--- src/rtl/neuron_pkg.sv ---
// Shared types for the serial-MAC neuron layer: activation encodings,
// sequencer state encoding and a clog2 helper for index widths.
package neuron_pkg;

    typedef enum logic [1:0] {
        ACT_IDENTITY = 2'b00,
        ACT_RELU     = 2'b01,
        ACT_LEAKY    = 2'b10,
        ACT_CLAMP    = 2'b11
    } act_sel_e;

    typedef enum logic [2:0] {
        ST_IDLE    = 3'd0,
        ST_FETCH   = 3'd1,
        ST_WAIT_RD = 3'd2,
        ST_ISSUE   = 3'd3,
        ST_COMPUTE = 3'd4,
        ST_WRITE   = 3'd5,
        ST_DONE    = 3'd6,
        ST_DRAIN   = 3'd7
    } seq_state_e;

    // Ceiling log2, never below 1 so a single-row layer still has an index bit.
    function automatic int clog2(input int value);
        int result;
        result = 0;
        while ((1 << result) < value) result++;
        if (result < 1) result = 1;
        return result;
    endfunction

endpackage

--- src/rtl/neuron_layer_sequencer.sv ---
// Runs one fully-connected layer row by row through a shared serial MAC
// neuron, writing each result out and tracking the running argmax.
//
// state    | meaning
// IDLE     | waiting for start; err pulse on an illegal row count
// FETCH    | pm_rd for the current row
// WAIT_RD  | capture weights, bias and mask from parameter memory
// ISSUE    | present operands to the neuron until n_in_ready
// COMPUTE  | wait for the neuron result
// WRITE    | res_we for the row, update argmax, advance or finish
// DONE     | one-cycle done pulse
// DRAIN    | aborted mid-compute; swallow the in-flight result
module neuron_layer_sequencer
    import neuron_pkg::*;
#(
    parameter int NUM_INPUTS  = 8,
    parameter int X_W         = 8,
    parameter int W_W         = 8,
    parameter int B_W         = 32,
    parameter int OUT_W       = 16,
    parameter int MAX_NEURONS = 16,
    parameter int NA_W        = clog2(MAX_NEURONS)
) (
    input  logic                          clk,
    input  logic                          rst_n,
    input  logic                          start,
    input  logic [NA_W:0]                 num_neurons,
    input  logic [1:0]                    act_sel,
    input  logic [NUM_INPUTS*X_W-1:0]     x_flat,
    input  logic                          abort,
    output logic                          pm_rd,
    output logic [NA_W-1:0]               pm_addr,
    input  logic [NUM_INPUTS*W_W-1:0]     pm_w_rdata,
    input  logic [B_W-1:0]                pm_b_rdata,
    input  logic [NUM_INPUTS-1:0]         pm_m_rdata,
    output logic                          n_in_valid,
    input  logic                          n_in_ready,
    output logic [B_W-1:0]                n_bias,
    output logic [NUM_INPUTS*X_W-1:0]     n_x_flat,
    output logic [NUM_INPUTS*W_W-1:0]     n_w_flat,
    output logic [NUM_INPUTS-1:0]         n_mask,
    output logic [1:0]                    n_act_sel,
    input  logic                          n_out_valid,
    input  logic signed [OUT_W-1:0]       n_out_data,
    output logic                          res_we,
    output logic [NA_W-1:0]               res_addr,
    output logic [OUT_W-1:0]              res_data,
    output logic                          busy,
    output logic                          done,
    output logic                          err,
    output logic [NA_W-1:0]               argmax_idx,
    output logic signed [OUT_W-1:0]       max_val
);

    localparam logic signed [OUT_W-1:0] OUT_MIN = {1'b1, {(OUT_W-1){1'b0}}};
    localparam logic [NA_W:0]           MAX_N   = (NA_W+1)'(MAX_NEURONS);

    seq_state_e                  state_q, state_d;
    logic [NA_W-1:0]             row_q, row_d;
    logic [NA_W:0]               num_q, num_d;
    logic [NUM_INPUTS*X_W-1:0]   x_q, x_d;
    logic [1:0]                  act_q, act_d;
    logic [NUM_INPUTS*W_W-1:0]   w_q, w_d;
    logic [B_W-1:0]              b_q, b_d;
    logic [NUM_INPUTS-1:0]       m_q, m_d;
    logic signed [OUT_W-1:0]     res_q, res_d;
    logic signed [OUT_W-1:0]     max_q, max_d;
    logic [NA_W-1:0]             argmax_q, argmax_d;
    logic                        err_q, err_d;
    logic                        last_row;

    assign last_row = ({1'b0, row_q} == (num_q - (NA_W+1)'(1)));

    always_comb begin
        state_d  = state_q;
        row_d    = row_q;
        num_d    = num_q;
        x_d      = x_q;
        act_d    = act_q;
        w_d      = w_q;
        b_d      = b_q;
        m_d      = m_q;
        res_d    = res_q;
        max_d    = max_q;
        argmax_d = argmax_q;
        err_d    = 1'b0;

        unique case (state_q)
            ST_IDLE: begin
                if (start) begin
                    if (num_neurons == '0 || num_neurons > MAX_N) begin
                        err_d = 1'b1;
                    end else begin
                        x_d      = x_flat;
                        act_d    = act_sel;
                        num_d    = num_neurons;
                        row_d    = '0;
                        max_d    = OUT_MIN;
                        argmax_d = '0;
                        state_d  = ST_FETCH;
                    end
                end
            end
            ST_FETCH: begin
                state_d = abort ? ST_IDLE : ST_WAIT_RD;
            end
            ST_WAIT_RD: begin
                if (abort) begin
                    state_d = ST_IDLE;
                end else begin
                    w_d     = pm_w_rdata;
                    b_d     = pm_b_rdata;
                    m_d     = pm_m_rdata;
                    state_d = ST_ISSUE;
                end
            end
            ST_ISSUE: begin
                // An abort coinciding with acceptance still has a result in flight.
                if (abort) begin
                    state_d = n_in_ready ? ST_DRAIN : ST_IDLE;
                end else if (n_in_ready) begin
                    state_d = ST_COMPUTE;
                end
            end
            ST_COMPUTE: begin
                if (abort) begin
                    state_d = n_out_valid ? ST_IDLE : ST_DRAIN;
                end else if (n_out_valid) begin
                    res_d   = n_out_data;
                    state_d = ST_WRITE;
                end
            end
            ST_WRITE: begin
                // Strict compare keeps the lowest row on ties.
                if (res_q > max_q) begin
                    max_d    = res_q;
                    argmax_d = row_q;
                end
                if (abort) begin
                    state_d = ST_IDLE;
                end else if (last_row) begin
                    state_d = ST_DONE;
                end else begin
                    row_d   = row_q + NA_W'(1);
                    state_d = ST_FETCH;
                end
            end
            ST_DONE: begin
                state_d = ST_IDLE;
            end
            ST_DRAIN: begin
                if (n_out_valid) state_d = ST_IDLE;
            end
            default: begin
                state_d = ST_IDLE;
            end
        endcase
    end

    always_ff @(posedge clk or negedge rst_n) begin
        if (!rst_n) begin
            state_q  <= ST_IDLE;
            row_q    <= '0;
            num_q    <= '0;
            x_q      <= '0;
            act_q    <= '0;
            w_q      <= '0;
            b_q      <= '0;
            m_q      <= '0;
            res_q    <= '0;
            max_q    <= OUT_MIN;
            argmax_q <= '0;
            err_q    <= 1'b0;
        end else begin
            state_q  <= state_d;
            row_q    <= row_d;
            num_q    <= num_d;
            x_q      <= x_d;
            act_q    <= act_d;
            w_q      <= w_d;
            b_q      <= b_d;
            m_q      <= m_d;
            res_q    <= res_d;
            max_q    <= max_d;
            argmax_q <= argmax_d;
            err_q    <= err_d;
        end
    end

    assign busy       = (state_q != ST_IDLE);
    assign done       = (state_q == ST_DONE);
    assign err        = err_q;
    assign pm_rd      = (state_q == ST_FETCH);
    assign pm_addr    = row_q;
    assign n_in_valid = (state_q == ST_ISSUE);
    assign n_bias     = b_q;
    assign n_x_flat   = x_q;
    assign n_w_flat   = w_q;
    assign n_mask     = m_q;
    assign n_act_sel  = act_q;
    assign res_we     = (state_q == ST_WRITE);
    assign res_addr   = row_q;
    assign res_data   = res_q;
    assign argmax_idx = argmax_q;
    assign max_val    = max_q;

endmodule

--- config.mk ---
export PLATFORM = sky130hd
export DESIGN_NAME = neuron_layer_sequencer
export DESIGN_NICKNAME = d
export VERILOG_FILES = /design/src/rtl/neuron_pkg.sv /design/src/rtl/neuron_layer_sequencer.sv
export SDC_FILE = /design/constraint.sdc
export NUM_CORES = 1
export LEC_CHECK = 0
export ABC_CLOCK_PERIOD_IN_PS = 2400
export CORE_AREA = 2 2 160 162
export CTS_CLUSTER_DIAMETER = 120
export DETAILED_ROUTE_END_ITERATION = 7
export DIE_AREA = 0 0 162 164
export GPL_TIMING_DRIVEN = 0
export PLACE_DENSITY = 0.83
export SYNTH_ARGS = -nofsm -noshare
export SYNTH_HDL_FRONTEND = slang
export SYNTH_SLANG_ARGS = --single-unit
--- constraint.sdc ---
create_clock -name clk -period 2.4 [get_ports clk]
set_input_delay 0.24 -clock clk [delete_from_list [all_inputs] [get_ports clk]]
set_output_delay 0.24 -clock clk [all_outputs]
set_load 0.005 [all_outputs]
# Word-level counts from Yosys, hierarchy flattened
# Cells that the tools add are included.
# classes
magnitude_cmp	2
reduce_logical	11
n_bitwise	2
mux	28
n_addsub	2
n_eq_ne	16
# op_table
operator	n
two-way mux 16 bit	3
two-way mux 3 bit	11
one-hot mux 16 bit (2 select lines)	1
one-hot mux 3 bit (8 select lines)	1
two-way mux 4 bit	5
greater-than comparator 16 bit	1
one-hot mux 4 bit (2 select lines)	2
== test 3 bit, second input constant	4
!= test 2 bit, second input constant	5
AND reduction 5 bit	2
== test 3 x 2 -> 1 bit, second input constant	2
AND reduction 3 bit	2
== test 4 x 5 -> 1 bit	1
greater-than comparator 5 bit, second input constant	1
logical NOT 5 bit	1
subtractor 5 x 1 -> 5 bit, second input constant	1
adder 4 x 1 -> 4 bit, second input constant	1
two-way mux 2 bit	2
AND reduction 4 bit	1
== test 3 x 1 -> 1 bit, second input constant	1
logical NOT 3 bit	1
two-way mux 1 bit	3
!= test 3 x 2 -> 1 bit, second input constant	1
!= test 3 bit, second input constant	1
other kinds (6)	7
# word_totals
out_inout_bits	220
register_bits	219

# Longest topological paths before layout
# Gate-level depths: netlist of the first run.
# logic_depth
ltp_word	5
depth_mapped	9
depth_no_buf	8

# Worst setup path before layout of the first run
# OpenSTA, ideal clock, no wires.
# synth_path
path_kind	register to register
start	register max_q[15] (netlist: max_val[15])
end	register argmax_q[0] (netlist: argmax_idx[0])
t_required_ns	2.276
setup_slack_ns	0.247
n_path_buf	1
arrival_ns	2.029
stages_incl_launch_ff	9
period_less_slack_ns	2.153
setup_ns	0.124
path_cell_list	dfstp_2 -> inv_1 -> ha_1 -> nand4_2 -> o41ai_2 -> nor2_1 -> mux2_2 -> buf_6 -> mux2i_1
# synth_between
elab_chain_len	3
# synth_rtl
element	line	text
from (decl)	neuron_layer_sequencer.sv:67	logic signed [OUT_W-1:0] max_q, max_d;
from (signal assigned)	neuron_layer_sequencer.sv:184	max_q <= max_d;
greater-than comparator 16 bit	neuron_layer_sequencer.sv:135	if (res_q > max_q) begin
!= test 2 x 1 -> 1 bit (no line)	-	
AND reduction 4 bit (no line)	-	
to (signal assigned)	neuron_layer_sequencer.sv:185	argmax_q <= argmax_d;
to (decl)	neuron_layer_sequencer.sv:68	logic [NA_W-1:0] argmax_q, argmax_d;
# Every way passes these cells.
# A chain may end at the register's enable or synchronous reset.

# Worst setup path after layout of the first run
# layout_path
start	register max_q[15] (netlist: max_val[15])
end	register max_q[14] (netlist: max_val[14])
# layout_between
elab_chain_len	3
# layout_rtl
element	line
greater-than comparator 16 bit	neuron_layer_sequencer.sv:135
!= test 2 x 1 -> 1 bit (no line)	-
AND reduction 4 bit (no line)	-
# Every way passes these cells.

==> impl_results.md, run 1 <==
- Syn Nets: 1012
- Number of synthesized flops with an enable pin: 0
- Total of max-cap violations: 0
- Initial antenna violation count: 0
- Syn Area/Cell: 11.5 um2
- Startpoint Class: flop
- CTS root buf: clkbuf_16
- Die area: 26600 um2
- Setup slack, reg-to-reg: 0.07 ns
- Critical setup path kind: reg2reg
- Worst flop-to-flop path endpoint: max_val[14]$_DFFE_PN0P_
- First-pass GRT wire length: 41.9 mm
- Actual slew at the worst max-slew pin: 0.840 ns
- CTS sink cnt: 219
- Yosys reg bits: 219
- Overflow after GRT: 0
- Main synth FF type: dfrtp_1
- Share of synthesized registers carrying an async set or reset: 1.00
- Switch Pwr: 5.08 mW
- Die extent in x: 162 um
- Internal power: 12.2 mW
- Antenna cells: 0
- Sequential share of power: 0.366
- DR vias/cell: 4.75
- Final min period: 2.33 ns
- Clock slew at reported path FFs: 0.06 ns
- Initial DRT Pass Iterations: 4
- Grt met3 use: 0.0606
- CTS Buffer Depth: 3
- CP Launch Point: max_val[15]$_DFFE_PN1P_
- Total power density per cell area: 1180 nW/um2
- P&R area growth vs syn: 59.9%
- Core area: 24800 um2
- Met1 GRT Util: 0.230
- Met2 Usage GRT: 0.359
- Peak supply drop: 0.680 mV
- Type of the most critical hold path: in2reg
- Placed cell count: 1544
- Final core utilization: 0.589
- Finish-stage setup viols: 0
- Crit path to: max_val[14]$_DFFE_PN0P_
- Share of cells above drive strength 1: 0.161
- Residual DRC: 0
- Global routing's busiest layer: met2
- Non-filler cells, final: 1587
- Total GRT Usage: 0.199
- DRT iter0 DRCs: 312
- Setup crit end kind: flop
- Skew final: 0.0188 ns
- Net Sw Frac: 0.294
- I/O Pins: 417
- Filler instances: 2028
- Total length of routed wires: 27.7 mm
- Later-pin clock latency in the skew report: 0.52 ns
- Rel. slew slack: 0.440
- CTS HTree Levels: 1
- DR vias: 7531
- IO Port Bufs: 416
- Final GP Congestion: 0.787
- Max Slew Vio Count: 0
- Arrival time worst endpoint: 2.72 ns
- Post-DP HPWL: 20.8 mm
- Post-CTS Repair Setup Buffers: 0
- YS warnings: 0
- CTS buffer count: 25
- Height of the chip: 164 um
- Distinct cell type count after synthesis: 41
- Clock power share: 0.220
- Status: finished, final reports clean
- Combinational Power Share: 0.414
- Fmax: 430 MHz
- Worst path required time: 2.80 ns
- Row cnt: 58
- RSZ-0062 raised after global routing: no
- Initial Util: 0.368
- Largest net degree at the start of global routing: 113
- Leak pwr: 6.41 nW
- Sequential cell area fraction in the yosys report: 0.600
- Antenna Nets Post-Route: 0
- Worst reg2reg path depth: 8
- Fin. Hold Viols: 0
- Wire length per cell: 17.5 um
- Vias in the first global route: 7790
- Synthesized area: 9140 um2
- Worst-path maximum fanout: 10
- Period utilization: 0.970
- Cell count after synthesis: 797
- Nets@finish: 1456
- R2R Path Start: max_val[15]$_DFFE_PN1P_
- CTS tree: yes
-- power groups by stage --
stage	registers, mW	clock network (mW)	logic, mW
finish	6.32	3.79	7.14
global placement	6.29	0	7.01
floorplan	6.36	0	2.64
CTS	6.33	3.89	7.24
global route	6.52	4.05	7.73
detailed placement	6.38	0	7.17
-- sequential cells by signal, summed over array words and instances, names as in the netlist --
signal / flops
res_data: 16
state_q: 3
n_bias: 32
num_q: 5
argmax_idx: 4
n_w_flat: 64
err: 1
n_act_sel: 2
max_val: 16
pm_addr: 4
n_mask: 8
n_x_flat: 64
-- critical path, stage by stage (launching register included) --
cell and delay, ns:
dfstp_2 0.54, inv_1 0.04, ha_1 0.34, a21oi_1 0.19, o311ai_1 0.11, a211oi_1 0.27
mux2_2 0.40, buf_6 0.17, mux2i_1 0.13
-- layer usage --
layer | part of all wire | routed length (um) | vias up
met5 | 0 | 0 | -
met4 | 0.024 | 655 | 0
met3 | 0.085 | 2370 | 50
met2 | 0.51 | 14100 | 316
met1 | 0.38 | 10600 | 3627
li1 | - | - | 3538
-- cell families (layout without fill, tap and decap cells) --
family	count (synthesis)	in the layout	synth area share
adders and majority gates	18	18	0.0247
muxes	140	140	0.170
xor gates and xnor gates	5	5	0.00479
and+or+nand+nor	300	300	0.131
AOI/OAI and AO/OA	48	48	0.0347
buffers and inverters	67	527	0.0347
DFF	219	219	0.600
-- timing repair --
item                       CTS  global route
hold buffers                 1             0
hold endpoints to repair   107             0
gates resized for setup     10             2
setup endpoints to repair   21            71
pin swaps                    0             1
-- metrics by stage --
| stage | TNS, ns | power (mW) | hold WS (ns) | instance area [um2] | setup slack [ns] |
|---|---|---|---|---|---|
| finish | 0 | 17.2 | 0.247 | 14600 | 0.0727 |
| detailed placement | -8.11 | 13.5 | 0.342 | 13700 | -0.236 |
| global placement | -1806.57 | 13.3 | 0.458 | 13700 | -8.27 |
| floorplan | 0 | 9.00 | -0.0556 | 9140 | 0.247 |
| global route | 0 | 18.3 | 0.228 | 14600 | 0.00566 |
| CTS | 0 | 17.5 | 0.228 | 14600 | 0.0557 |
-- cell usage in the layout, fill, tap and decap left out, types with 3 or more instances in the layout --
cell type,count
o21a_1,3
nand2_1,259
buf_2,21
a211oi_1,3
o21ai_0,14
dfrtp_1,218
nand2b_1,4
clkinv_2,3
nor3_1,5
buf_4,6
a21oi_1,12
a22o_1,3
ha_1,18
clkbuf_8,7
mux2_2,120
clkbuf_1,15
clkbuf_16,25
nand4_1,4
clkdlybuf4s50_1,414
xnor2_1,5
inv_1,24
nor2_1,12
nand3_1,3
mux2i_1,20
-- worst min path at each step --
| stage | startpoint | endpoint | slack [ns] | depth (start not counted) |
|---|---|---|---|---|
| 2_1_floorplan | rst_n | argmax_idx[0]$_DFFE_PN0P_ | -0.06 | 0 |
| 3_3_place_gp | n_x_flat[32]$_DFFE_PN0P_ | n_x_flat[32]$_DFFE_PN0P_ | 0.46 | 2 |
| 3_5_place_dp | rst_n | n_bias[16]$_DFFE_PN0P_ | 0.34 | 1 |
| 4_1_cts | x_flat[12] | n_x_flat[12]$_DFFE_PN0P_ | 0.23 | 3 |
| 5_1_grt | x_flat[12] | n_x_flat[12]$_DFFE_PN0P_ | 0.23 | 3 |
| 6_report | x_flat[12] | n_x_flat[12]$_DFFE_PN0P_ | 0.25 | 3 |
-- Yosys cell counts, drive strengths merged, types with 4 or more instances --
cell type	count	area (um2)
a21oi	12	60.1
buf	30	178
clkbuf	12	45.0
dfrtp	218	5460
ha	18	225
inv	25	93.8
mux2	120	1350
mux2i	20	200
nand2	259	972
nand2b	4	25.0
nand3	4	20.0
nand4	5	37.5
nor2	13	48.8
nor3	6	30.0
o21ai	14	70.1
xnor2	5	43.8
-- layout make-up --
cell class	count	area (um2)	area share
Buffer	41	231	0.0158
Clock buffer	36	727	0.0498
Clock inverter	7	91.3	0.00625
Inverter	25	96.3	0.00660
Multi-Input combinational cell	511	3360	0.230
Sequential cell	219	5480	0.375
Tap cell	330	413	0.0283
Timing Repair Buffer	418	4210	0.288
No activity file was read; power rests on OpenSTA's default activity.
==> run 2, diff against run 1 <==
Settings changed: MAX_ROUTING_LAYER set to met4.
==> run 2 against run 1 <==
  * Critical path depth is the same
  * Global-route usage increased by 0.61 points
  * Maximum frequency rose by 0.20%
  * Non-clock buffer count stayed put
  * Critical endpoint unchanged
  * Routed wire length barely moved
  * Sequential power hardly changed
  * Count of clock-buffer cells in the layout is the same
  * Setup slack improved by 0.0046 ns
  * Register-to-register slack barely moved
==> impl_results.md, run 2 (synthesized netlist as in run 1, its figures left out) <==
- TNS Setup: 0 ns (unchanged)
- DRT iter0 DRCs: 298 (-4.5%)
- Row cnt: 58 (unchanged)
- DR vias: 7512 (-0.25%)
- Die extent in x: 162 um (unchanged)
- Period utilization: 0.968 (-0.00192)
- Overflow after GRT: 0 (unchanged)
- Placed Area: 13700 um2 (unchanged)
- Worst reg2reg path depth: 8 (unchanged)
- Total power: 17.2 mW (about the same)
- WHS Endpoint: n_x_flat[12]$_DFFE_PN0P_
- CTS buffer count: 25 (unchanged)
- Setup slack, reg-to-reg: 0.08 ns (about the same)
- CTS tree: yes
- Die area: 26600 um2 (unchanged)
- Finish-stage setup viols: 0 (unchanged)
- Post-route cell area: 14600 um2 (unchanged)
- Rel. slew slack: 0.425 (-0.0147)
- P&R area growth vs syn: 59.9% (unchanged)
- Vias in the first global route: 7812 (+0.28%)
- First-pass GRT wire length: 41.9 mm (about the same)
- Antenna cells: 0 (unchanged)
- Setup crit end kind: flop
- CTS root buf: clkbuf_16
- R2R Path Start: max_val[15]$_DFFE_PN1P_
- Height of the chip: 164 um (unchanged)
- Fin. Hold Viols: 0 (unchanged)
- DR vias/cell: 4.73 (-0.25%)
- Leak pwr: 6.41 nW (unchanged)
- CTS sink cnt: 219 (unchanged)
- Status: finished, final reports clean
- Peak supply drop: 0.681 mV (about the same)
- Critical setup path kind: reg2reg
- Share of cells above drive strength 1: 0.161 (unchanged)
- IO Port Bufs: 416 (unchanged)
- Startpoint Class: flop
- Initial DRT Pass Iterations: 4 (unchanged)
- Final min period: 2.32 ns (-0.00460 ns)
- Initial antenna violation count: 0 (unchanged)
- I/O Pins: 417 (unchanged)
- Worst-path maximum fanout: 10 (unchanged)
- Total of max-cap violations: 0 (unchanged)
- Type of the most critical hold path: in2reg
- Antenna Nets Post-Route: 0 (unchanged)
- Total GRT Usage: 0.205 (+0.00610)
- RSZ-0062 raised after global routing: no
- Post-CTS Repair Setup Buffers: 0 (unchanged)
- Clock slew at reported path FFs: 0.06 ns (about the same)
- Hold path depth: 3 (unchanged)
- Worst path required time: 2.80 ns (about the same)
- Post-DP HPWL: 20.8 mm (unchanged)
- Max Slew Vio Count: 0 (unchanged)
- Fmax: 431 MHz (+0.20%)
- Final core utilization: 0.589 (unchanged)
- Core area: 24800 um2 (unchanged)
- Most common cell after layout, fill and taps aside: clkdlybuf4s50_1
- Initial Util: 0.368 (unchanged)
- CTS HTree Levels: 1 (unchanged)
- CTS Buffer Depth: 3 (unchanged)
- Worst Hold Slack: 0.246 ns (-0.000872 ns)
- Wire length per cell: 17.5 um (about the same)
- Skew final: 0.0205 ns (+0.00170 ns)
- Arrival time worst endpoint: 2.72 ns (about the same)
- Commonest cells after routing, fill and taps aside: clkdlybuf4s50_1, nand2_1, dfrtp_1, mux2_2, clkbuf_16
- Nets@finish: 1456 (unchanged)
- Final GP Congestion: 0.798 (+1.4%)
- Later-pin clock latency in the skew report: 0.52 ns (about the same)
- Actual slew at the worst max-slew pin: 0.862 ns (+0.0220 ns)
- Min-delay src: x_flat[12]
- Total power density per cell area: 1180 nW/um2 (about the same)
- Largest net degree at the start of global routing: 113 (unchanged)
- Residual DRC: 0 (unchanged)
- Total length of routed wires: 27.7 mm (about the same)
- Worst flop-to-flop path endpoint: max_val[14]$_DFFE_PN0P_
## run 2: worst max path at each step
stage                            startpoint                         to  cells past startpoint  slack [ns]
detailed placement                    abort   res_data[12]$_DFFE_PN0P_                      6       -0.24
floorplan           max_val[15]$_DFFE_PN1P_  argmax_idx[0]$_DFFE_PN0P_                      8        0.25
global route         state_q[1]$_DFFE_PN0P_                       busy                      4       0.006
global placement                      rst_n   n_x_flat[22]$_DFFE_PN0P_                      1       -8.27
finish              max_val[15]$_DFFE_PN1P_    max_val[14]$_DFFE_PN0P_                      8        0.08
CTS                  state_q[0]$_DFFE_PN0P_     n_bias[26]$_DFFE_PN0P_                      5        0.06
## run 2: area by class of cell
cell class | count | area (um2)
inverters | 25 | 96.3
plain buffers | 41 | 231
fillers | 2028 | 10200
flip-flops and latches | 219 | 5480
clock inverters | 7 | 91.3
well taps | 330 | 413
repair buffers | 418 | 4210
clock buffers | 36 | 727
multi-input cells | 511 | 3360
## run 2: worst max-delay path: stages (launching register included)
cell and delay [ns]:
dfstp_2 0.54, inv_1 0.04, ha_1 0.34, a21oi_1 0.19
o311ai_1 0.11, a211oi_1 0.27, mux2_2 0.40, buf_6 0.17
mux2i_1 0.13
## run 2: layer usage
| layer | track usage | share of wire | up-vias |
|---|---|---|---|
| li1 | - | - | 3531 |
| met1 | 0.238 | 0.39 | 3615 |
| met2 | 0.360 | 0.51 | 316 |
| met3 | 0.0477 | 0.076 | 50 |
| met4 | 0.0555 | 0.024 | 0 |
| met5 | - | 0 | - |
## run 2: stage by stage
step	worst slack [ns]	std cells
after global routing	0.00561	1587
after detailed placement	-0.236	1544
after CTS	0.0557	1588
after global placement	-8.27	1543
after floorplan	0.247	797
final	0.0773	1587
## run 2: where the power goes
group          internal (mW)  total (mW)  switching, mW
combinational           4.55        7.14           2.59
clock                   2.30        3.79           1.48
sequential              5.32        6.32          0.996
total                   12.2        17.2           5.07
## run 2: timing repair
| action | 4_1_cts | 5_1_grt |
|---|---|---|
| hold buffers | 1 | 0 |
| endpoints found under the hold margin | 107 | 0 |
| resized for setup | 10 | 2 |
| pin swaps | 0 | 1 |
| endpoints found under the setup margin | 21 | 71 |
